==> config.mk <==
export PLATFORM = sky130hd
export DESIGN_NAME = alu_issue
export DESIGN_NICKNAME = d
export VERILOG_FILES = /design/src/rtl/alu_issue.sv
export SDC_FILE = /design/constraint.sdc
export NUM_CORES = 1
export LEC_CHECK = 0
export ABC_AREA = 1
export BUFFER_PORTS_ARGS = -buffer_cell sky130_fd_sc_hd__buf_2
export CAP_MARGIN = 20
export CORE_MARGIN = 8
export CORE_UTILIZATION = 52
export DETAILED_ROUTE_END_ITERATION = 12
export PLACE_DENSITY_LB_ADDON = 0.15
export SYNTH_ARGS = -nofsm -noshare
export SYNTH_HDL_FRONTEND = slang
export SYNTH_SLANG_ARGS = --single-unit
==> constraint.sdc <==
create_clock -name clk -period 2 [get_ports clk]
set_clock_uncertainty 0.05 [all_clocks]
set_input_delay 0.4 -clock clk [delete_from_list [all_inputs] [get_ports clk]]
set_output_delay 0.4 -clock clk [all_outputs]
set_load 0.02 [all_outputs]
==> src/rtl/alu_issue.sv <==
// alu_issue: issues decoded operands from an 8x32 register file to an external combinational ALU and writes the result back.
// Optional immediate operand path is compiled in when ALU_ISSUE_IMM_EN is defined.
module alu_issue (
    input  logic        clk,
    input  logic        rst_n,
    input  logic        instr_valid,
    output logic        instr_ready,
    input  logic [31:0] instr,
    output logic [2:0]  alu_op,
    output logic [31:0] alu_a,
    output logic [31:0] alu_b,
    input  logic [31:0] alu_y,
    output logic        res_valid,
    output logic [31:0] res_data,
    output logic [2:0]  res_rd,
    input  logic [2:0]  dbg_addr,
    output logic [31:0] dbg_data
);

    typedef enum logic [1:0] {
        IDLE = 2'd0,
        EXEC = 2'd1,
        WB   = 2'd2
    } state_t;

    state_t      state_r;
    state_t      state_s;

    logic [31:0] regs_r [8];
    logic [2:0]  rd_r;

    logic        ready_r;
    logic        res_valid_r;
    logic [2:0]  alu_op_r;
    logic [31:0] alu_a_r;
    logic [31:0] alu_b_r;
    logic [31:0] res_data_r;
    logic [2:0]  res_rd_r;

    logic        accept_s;
    logic        wr_en_s;
    logic        ready_nxt_s;
    logic        valid_nxt_s;
    logic [2:0]  op_s;
    logic [2:0]  rd_s;
    logic [2:0]  rs1_s;
    logic [2:0]  rs2_s;
    logic [31:0] rs1_data_s;
    logic [31:0] rs2_data_s;
    logic [31:0] opb_s;
    logic        unused_instr_s;

    // Register-file read with r0 hardwired to zero.
    function automatic logic [31:0] rf_sel(input logic [2:0] addr, input logic [31:0] data);
        logic [31:0] r;
        if (addr == 3'd0) begin
            r = 32'd0;
        end else begin
            r = data;
        end
        return r;
    endfunction

    assign instr_ready = ready_r;
    assign res_valid   = res_valid_r;
    assign alu_op      = alu_op_r;
    assign alu_a       = alu_a_r;
    assign alu_b       = alu_b_r;
    assign res_data    = res_data_r;
    assign res_rd      = res_rd_r;

    // Instruction field decode and operand fetch.
    always_comb begin
        op_s       = instr[31:29];
        rd_s       = instr[28:26];
        rs1_s      = instr[25:23];
        rs2_s      = instr[22:20];
        rs1_data_s = rf_sel(rs1_s, regs_r[rs1_s]);
        rs2_data_s = rf_sel(rs2_s, regs_r[rs2_s]);
`ifdef ALU_ISSUE_IMM_EN
        if (instr[19]) begin
            opb_s = {16'h0000, instr[15:0]};
        end else begin
            opb_s = rs2_data_s;
        end
        unused_instr_s = ^instr[18:16];
`else
        opb_s          = rs2_data_s;
        unused_instr_s = ^instr[19:0];
`endif
    end

    // Debug read port, combinational.
    always_comb begin
        dbg_data = rf_sel(dbg_addr, regs_r[dbg_addr]);
    end

    // FSM state register.
    always_ff @(posedge clk or negedge rst_n) begin
        if (!rst_n) begin
            state_r <= IDLE;
        end else begin
            state_r <= state_s;
        end
    end

    // FSM next-state logic.
    always_comb begin
        accept_s = instr_valid && ready_r;
        state_s  = IDLE;
        case (state_r)
            IDLE: begin
                if (accept_s) begin
                    state_s = EXEC;
                end else begin
                    state_s = IDLE;
                end
            end
            EXEC:    state_s = WB;
            WB:      state_s = IDLE;
            default: state_s = IDLE;
        endcase
    end

    // FSM output decode; handshake outputs are registered from the next state.
    always_comb begin
        ready_nxt_s = 1'b0;
        valid_nxt_s = 1'b0;
        wr_en_s     = 1'b0;
        case (state_r)
            EXEC: begin
                valid_nxt_s = 1'b1;
                wr_en_s     = (rd_r != 3'd0);
            end
            IDLE:    ready_nxt_s = 1'b0;
            WB:      ready_nxt_s = 1'b0;
            default: ready_nxt_s = 1'b0;
        endcase
        if (state_s == IDLE) begin
            ready_nxt_s = 1'b1;
        end else begin
            ready_nxt_s = 1'b0;
        end
    end

    // Registered handshake flags.
    always_ff @(posedge clk or negedge rst_n) begin
        if (!rst_n) begin
            ready_r     <= 1'b1;
            res_valid_r <= 1'b0;
        end else begin
            ready_r     <= ready_nxt_s;
            res_valid_r <= valid_nxt_s;
        end
    end

    // ALU operand issue; operands hold outside the accept edge.
    always_ff @(posedge clk or negedge rst_n) begin
        if (!rst_n) begin
            alu_op_r <= 3'd0;
            alu_a_r  <= 32'd0;
            alu_b_r  <= 32'd0;
            rd_r     <= 3'd0;
        end else if (accept_s) begin
            alu_op_r <= op_s;
            alu_a_r  <= rs1_data_s;
            alu_b_r  <= opb_s;
            rd_r     <= rd_s;
        end
    end

    // Result capture at the end of EXEC.
    always_ff @(posedge clk or negedge rst_n) begin
        if (!rst_n) begin
            res_data_r <= 32'd0;
            res_rd_r   <= 3'd0;
        end else if (state_r == EXEC) begin
            res_data_r <= alu_y;
            res_rd_r   <= rd_r;
        end
    end

    // Register file writeback; r0 is never written.
    always_ff @(posedge clk or negedge rst_n) begin
        if (!rst_n) begin
            for (int i = 0; i < 8; i++) begin
                regs_r[i] <= 32'd0;
            end
        end else if (wr_en_s) begin
            regs_r[rd_r] <= alu_y;
        end
    end

endmodule

After elaboration in Yosys (flattened, before gate mapping). Cells that the tools add are included.

Register bits after elaboration: 365. Bits in latches: 0. RAM bits: 0. Memory bits (read-only): 0. Bits of input ports: 70. Logic and storage cells: 55. Memories: 0.

Add/sub/neg operators: 0. Multiply operators: 0. Divide/modulo/power cells: 0. Magnitude comparators: 5. Equality and inequality tests: 1. Shifts and indexed selects: 0. Muxes and demuxes: 20. Bitwise logic cells: 4. Reduce and logical (&&, ||, !) cells: 8.

Operators with widths (count): $mux 32 (10); $bmux 32 s3 (3); $bwmux 256 (1); $demux 32 s3 (1); $ge 4x4->1 const B (4); $not 3->4 (4); $logic_not 3->1 (3); $logic_not 2->1 (2); $lt 4x1->1 const B (1); $mux 1 (4); $pmux 2 s2 (1); $reduce_bool 3->1 (1); $eq 2x1->1 const B (1); $logic_and 1x1->1 (2).

Longest topological paths before layout.
Depth in word-level cells: 6. Gate-level depth with buffers: 10. Gate-level depth less buffers: 7.

Worst setup path after synthesis. OpenSTA, ideal clock, no wires.

Kind: input-to-output. Start: input port dbg_addr[0]. End: output port dbg_data[10]. Arrival: 1.550 ns. Data required time: 1.550 ns. Slack: 0.000 ns. Stages on the path: 7. Path through: buf_2 -> buf_2 -> clkbuf_1 -> nor2_1 -> o21ai_0 -> nor2_1 -> nor2_1.

Word-level cells in the longest chain between the ends: 5. Elaborated cells on any way between the ends: 6. Those cells by class: 4 x mux; 1 x bitwise; 1 x reduce/logical.

Ends and longest elaborated chain: from (decl) (line 16) `input logic [2:0] dbg_addr,`; $not 3->4 (not written as such) (line 95) `dbg_data = rf_sel(dbg_addr, regs_r[dbg_addr]);`; $bmux 32 s3 (line 95); $mux 32 (not written as such) (2 in a row) (line 95); $mux 32 (*) (line 56) `if (addr == 3'd0) begin`; to (decl) (line 17) `output logic [31:0] dbg_data`.

Mark *: on every way between the ends. The rest lies on a longest branch, timed or not. The select of a mux whose other input is x is not followed.

Final worst setup path.
Start: register regs_r[63] (netlist bit). End: output port dbg_data[31].

Word-level cells in the longest chain between the ends: 4.

Ends and longest elaborated chain: from (decl) (line 29) `logic [31:0] regs_r [8];`; from (signal, indexed assignment) (line 190) `regs_r[rd_r] <= alu_y;`; $bmux 32 s3 (line 95); $mux 32 (not written as such) (2 in a row) (line 95); $mux 32 (line 56).

No other way between the ends. The select of a mux whose other input is x is not followed.

==> results.yml <==
logic_synthesis:
  netlist_area_um2: 19600
  yosysSeqAreaShare_pct: 46.6
  netlist_instances: 2823
  synth_top_area_cell: "dfrtp_1"
  synth_cell_types: 22
  syn-num-nets: 2893
  synth_area_leaders: "dfrtp_1 46%, nand2_1 21%, o21ai_0 8.0%"
  ys_warn_count: 0
  synth_area_per_cell_um2: 6.93
  ys_seq_elements: 364
  yosysTopAreaCellShare_pct: 46.5
job:
  cap_viol_max_count: 0
timing:
  fmax_mhz: 477
  worst_pin_slew_ns: 0.594
  maxSlewHeadroom_pct: 60.4
  setup_viol: 22
  period_minus_slack_ns: 2.10
  rsz0062_at_grt: "yes"
  final_hold_viol_count: 0
  slew_violations: 0
  layout_worst_path_cycle_share_pct: 105
  fin_ws_ns: -0.0980
  hold_ws_ns: 0.0402
place:
  gp_congestion: 0.908
  portBuffers: 185
  dpl.hpwl_um: 42600
  dpl-instance-area_um2: 21500
finish:
  drive_gt1_share_pct: 20.1
  nets: 3123
  area_growth_pct: 23.8
  fin_area_um2: 24200
route:
  dr.pass1.iters: 7
  viasPerCell: 5.79
  wl_um: 71100
  via_count: 20600
  detail-route-antenna-nets: 0
  wl_per_cell_um: 20.0
  drcViolationCount: 0
  drt_iter0_drc: 2439
power:
  p_sw_share_pct: 40.4
  clock_power_share_pct: 21.3
  p_seq_share_pct: 37.2
  ir_drop_uv: 959
  power_per_cell_area_nw_per_um2: 1460
  switchingPower_mw: 14.3
  leakagePower_nw: 12.4
  intPower_mw: 21.1
  combPwrFrac_pct: 41.4
die:
  core-area_um2: 37300
  io_pins: 206
  row_count: 71
  die-area_um2: 44100
  die_y_um: 210
  start_util_pct: 52.4
  dieWidth_um: 210
setup_path:
  arrival_ns: 1.65
  cp-start-kind: "flop"
  critPathTopFamily: "simple AND/OR/NAND/NOR gates"
  slowest_stage: "dfrtp_1"
  crit_buf_inv: 2
  worst_ep_required_time_ns: 1.55
  critPathKind: "reg -> out"
  cp-end-kind: "output pin"
  crit_path_max_incr_delay_ns: 0.37
  path_cells: "inv_1, nand2_1, nand3_1, nand3_1, nand2_1, nor2_4, buf_6"
  cp_max_fo: 3
clocking:
  cts_buffers: 41
  path_clk_slew_ns: 0.06
  cts.sinks: 364
  clock_latency_ns: 0.56
  h-tree-depth: 2
  max-clock-path-buffers: 3
  cts_tree: "yes"
  cts-root-buf: "clkbuf_16"
global_routing:
  grt_pass1_wl_um: 110000
  first_global_vias: 20000
  grt_usage_pct: 31.5
  grt_max_degree: 77
  antenna_found_initial: 4
  grt_overflow: 0
outcome:
  violations: "negative setup slack"
  status: "complete, but fails checks"
hold_path:
  worstHoldPathType: "in -> reg"
[through the flow]
step	cells	utilization [%]	total power [mW]	setup TNS, ns	setup slack (ns)
6_report	3559	64.9	35.4	-0.859	-0.0980
5_1_grt	3559	64.9	37.8	-3.10	-0.162
4_1_cts	3519	63.7	34.4	-1.24	-0.0988
3_5_place_dp	3354	57.7	25.2	-0.353	-0.0592
3_3_place_gp	3354	57.7	24.8	-0.210	-0.0327
2_1_floorplan	2823	-	20.9	0	0.00126
[sequential cells by signal (all words and copies together) (netlist names), 3 cells and up]
register	cells
alu_op	3
res_data	32
rd_r	3
regs_r	256
res_rd	3
alu_a	32
alu_b	32
[path summary, 6_finish.rpt]
kind / cells past startpoint / endpoint / slack, ns / from
hold reg to reg: 0 / regs_r[248]$_DFFE_PN0P_ / 0.33 / regs_r[248]$_DFFE_PN0P_
setup / recovery: 7 / dbg_data[31] / -0.1 / regs_r[63]$_DFFE_PN0P_
max in group asynchronous: 3 / instr_ready$_DFF_PN1_ / 0.93 / rst_n
min in group asynchronous: 2 / res_data[5]$_DFFE_PN0P_ / 0.26 / rst_n
setup reg to reg: 13 / regs_r[159]$_DFFE_PN0P_ / 0.05 / regs_r[159]$_DFFE_PN0P_
hold / removal: 3 / regs_r[159]$_DFFE_PN0P_ / 0.04 / alu_y[31]
[cells in the mapped netlist]
| master | count |
|---|---|
| a21oi_1 | 65 |
| buf_1 | 34 |
| buf_2 | 35 |
| clkbuf_1 | 150 |
| clkbuf_2 | 8 |
| clkinv_1 | 2 |
| dfrtp_1 | 363 |
| dfstp_2 | 1 |
| inv_1 | 201 |
| inv_2 | 3 |
| nand2_1 | 1107 |
| nand3_1 | 290 |
| nand3_2 | 3 |
| nand4_1 | 1 |
| nor2_1 | 165 |
| nor2_2 | 1 |
| nor2_4 | 1 |
| nor3_1 | 1 |
| nor3_4 | 3 |
| o211ai_1 | 64 |
| o21ai_0 | 311 |
| o21ai_1 | 14 |
[placed cells by master, fill, tap and decap left out]
cell type / synthesis / routed
inv_4: 0 / 1
nor2_1: 165 / 128
bufinv_16: 0 / 2
diode_2: 0 / 2
dlygate4sd3_1: 0 / 7
nand2_1: 1107 / 1091
inv_1: 201 / 132
o21ai_1: 14 / 61
clkbuf_8: 0 / 8
buf_4: 0 / 186
buf_12: 0 / 40
nand2_2: 0 / 16
clkinv_4: 0 / 1
o21ai_0: 311 / 260
nor3_1: 1 / 1
nand4_1: 1 / 1
o211ai_1: 64 / 64
dfrtp_1: 363 / 363
nand3_2: 3 / 10
buf_6: 0 / 31
clkinv_2: 0 / 12
dfstp_2: 1 / 1
nand3_1: 290 / 283
nor2_4: 1 / 9
a21oi_2: 0 / 2
inv_6: 0 / 1
clkbuf_1: 150 / 8
nor2_2: 1 / 30
clkbuf_16: 0 / 43
nor3_4: 3 / 3
a21oi_1: 65 / 63
inv_2: 3 / 71
buf_2: 35 / 149
o21ai_2: 0 / 4
buf_8: 0 / 1
[power by group through the flow]
stage          registers [mW]  clock network (mW)  logic [mW]
2_1_floorplan            13.9                   0        6.97
3_3_place_gp             13.1                   0        11.7
3_5_place_dp             13.2                   0        12.0
4_1_cts                  13.0                7.68        13.8
5_1_grt                  13.5                7.93        16.4
6_report                 13.2                7.56        14.7
[kinds of logic after synthesis]
logic type | Yosys count | synth area share, %
simple gates | 1572 | 32.4
buf+inv | 433 | 8.59
flops | 364 | 46.6
compound gates | 454 | 12.4
[final cells by class]
class                      count  area [um2]
timing repair buffer         414        3380
inverter                     206         778
clock inverter                14         128
fill                        3275       13100
multi-input combinational   2026        9000
tap                          474         593
clock buffer                  59        1220
antenna                        2        5.00
sequential                   364        9110
[worst reg2reg max path, delay by kind of cell (launching register included)]
family | cells | cell delay (ns)
flops | 1 | 0.36
compound gates | 1 | 0.09
buf+inv | 12 | 1.38
[per-layer routing]
metal	track usage (%)	vias up	share of wire (%)
met5	0	-	0.032
met4	16.8	4	5.2
met2	49.7	1381	44
li1	-	9419	-
met1	41.2	9491	39
met3	5.50	312	11
[timing repair]
action,CTS,global route
resized for setup,131,93
setup endpoints to repair,32,35
buffers inserted,87,42
pin swaps,49,64
hold endpoints to repair,172,0
hold buffers,7,0
cloned,0,0
Note: power is estimated with default switching activity, not from simulation.
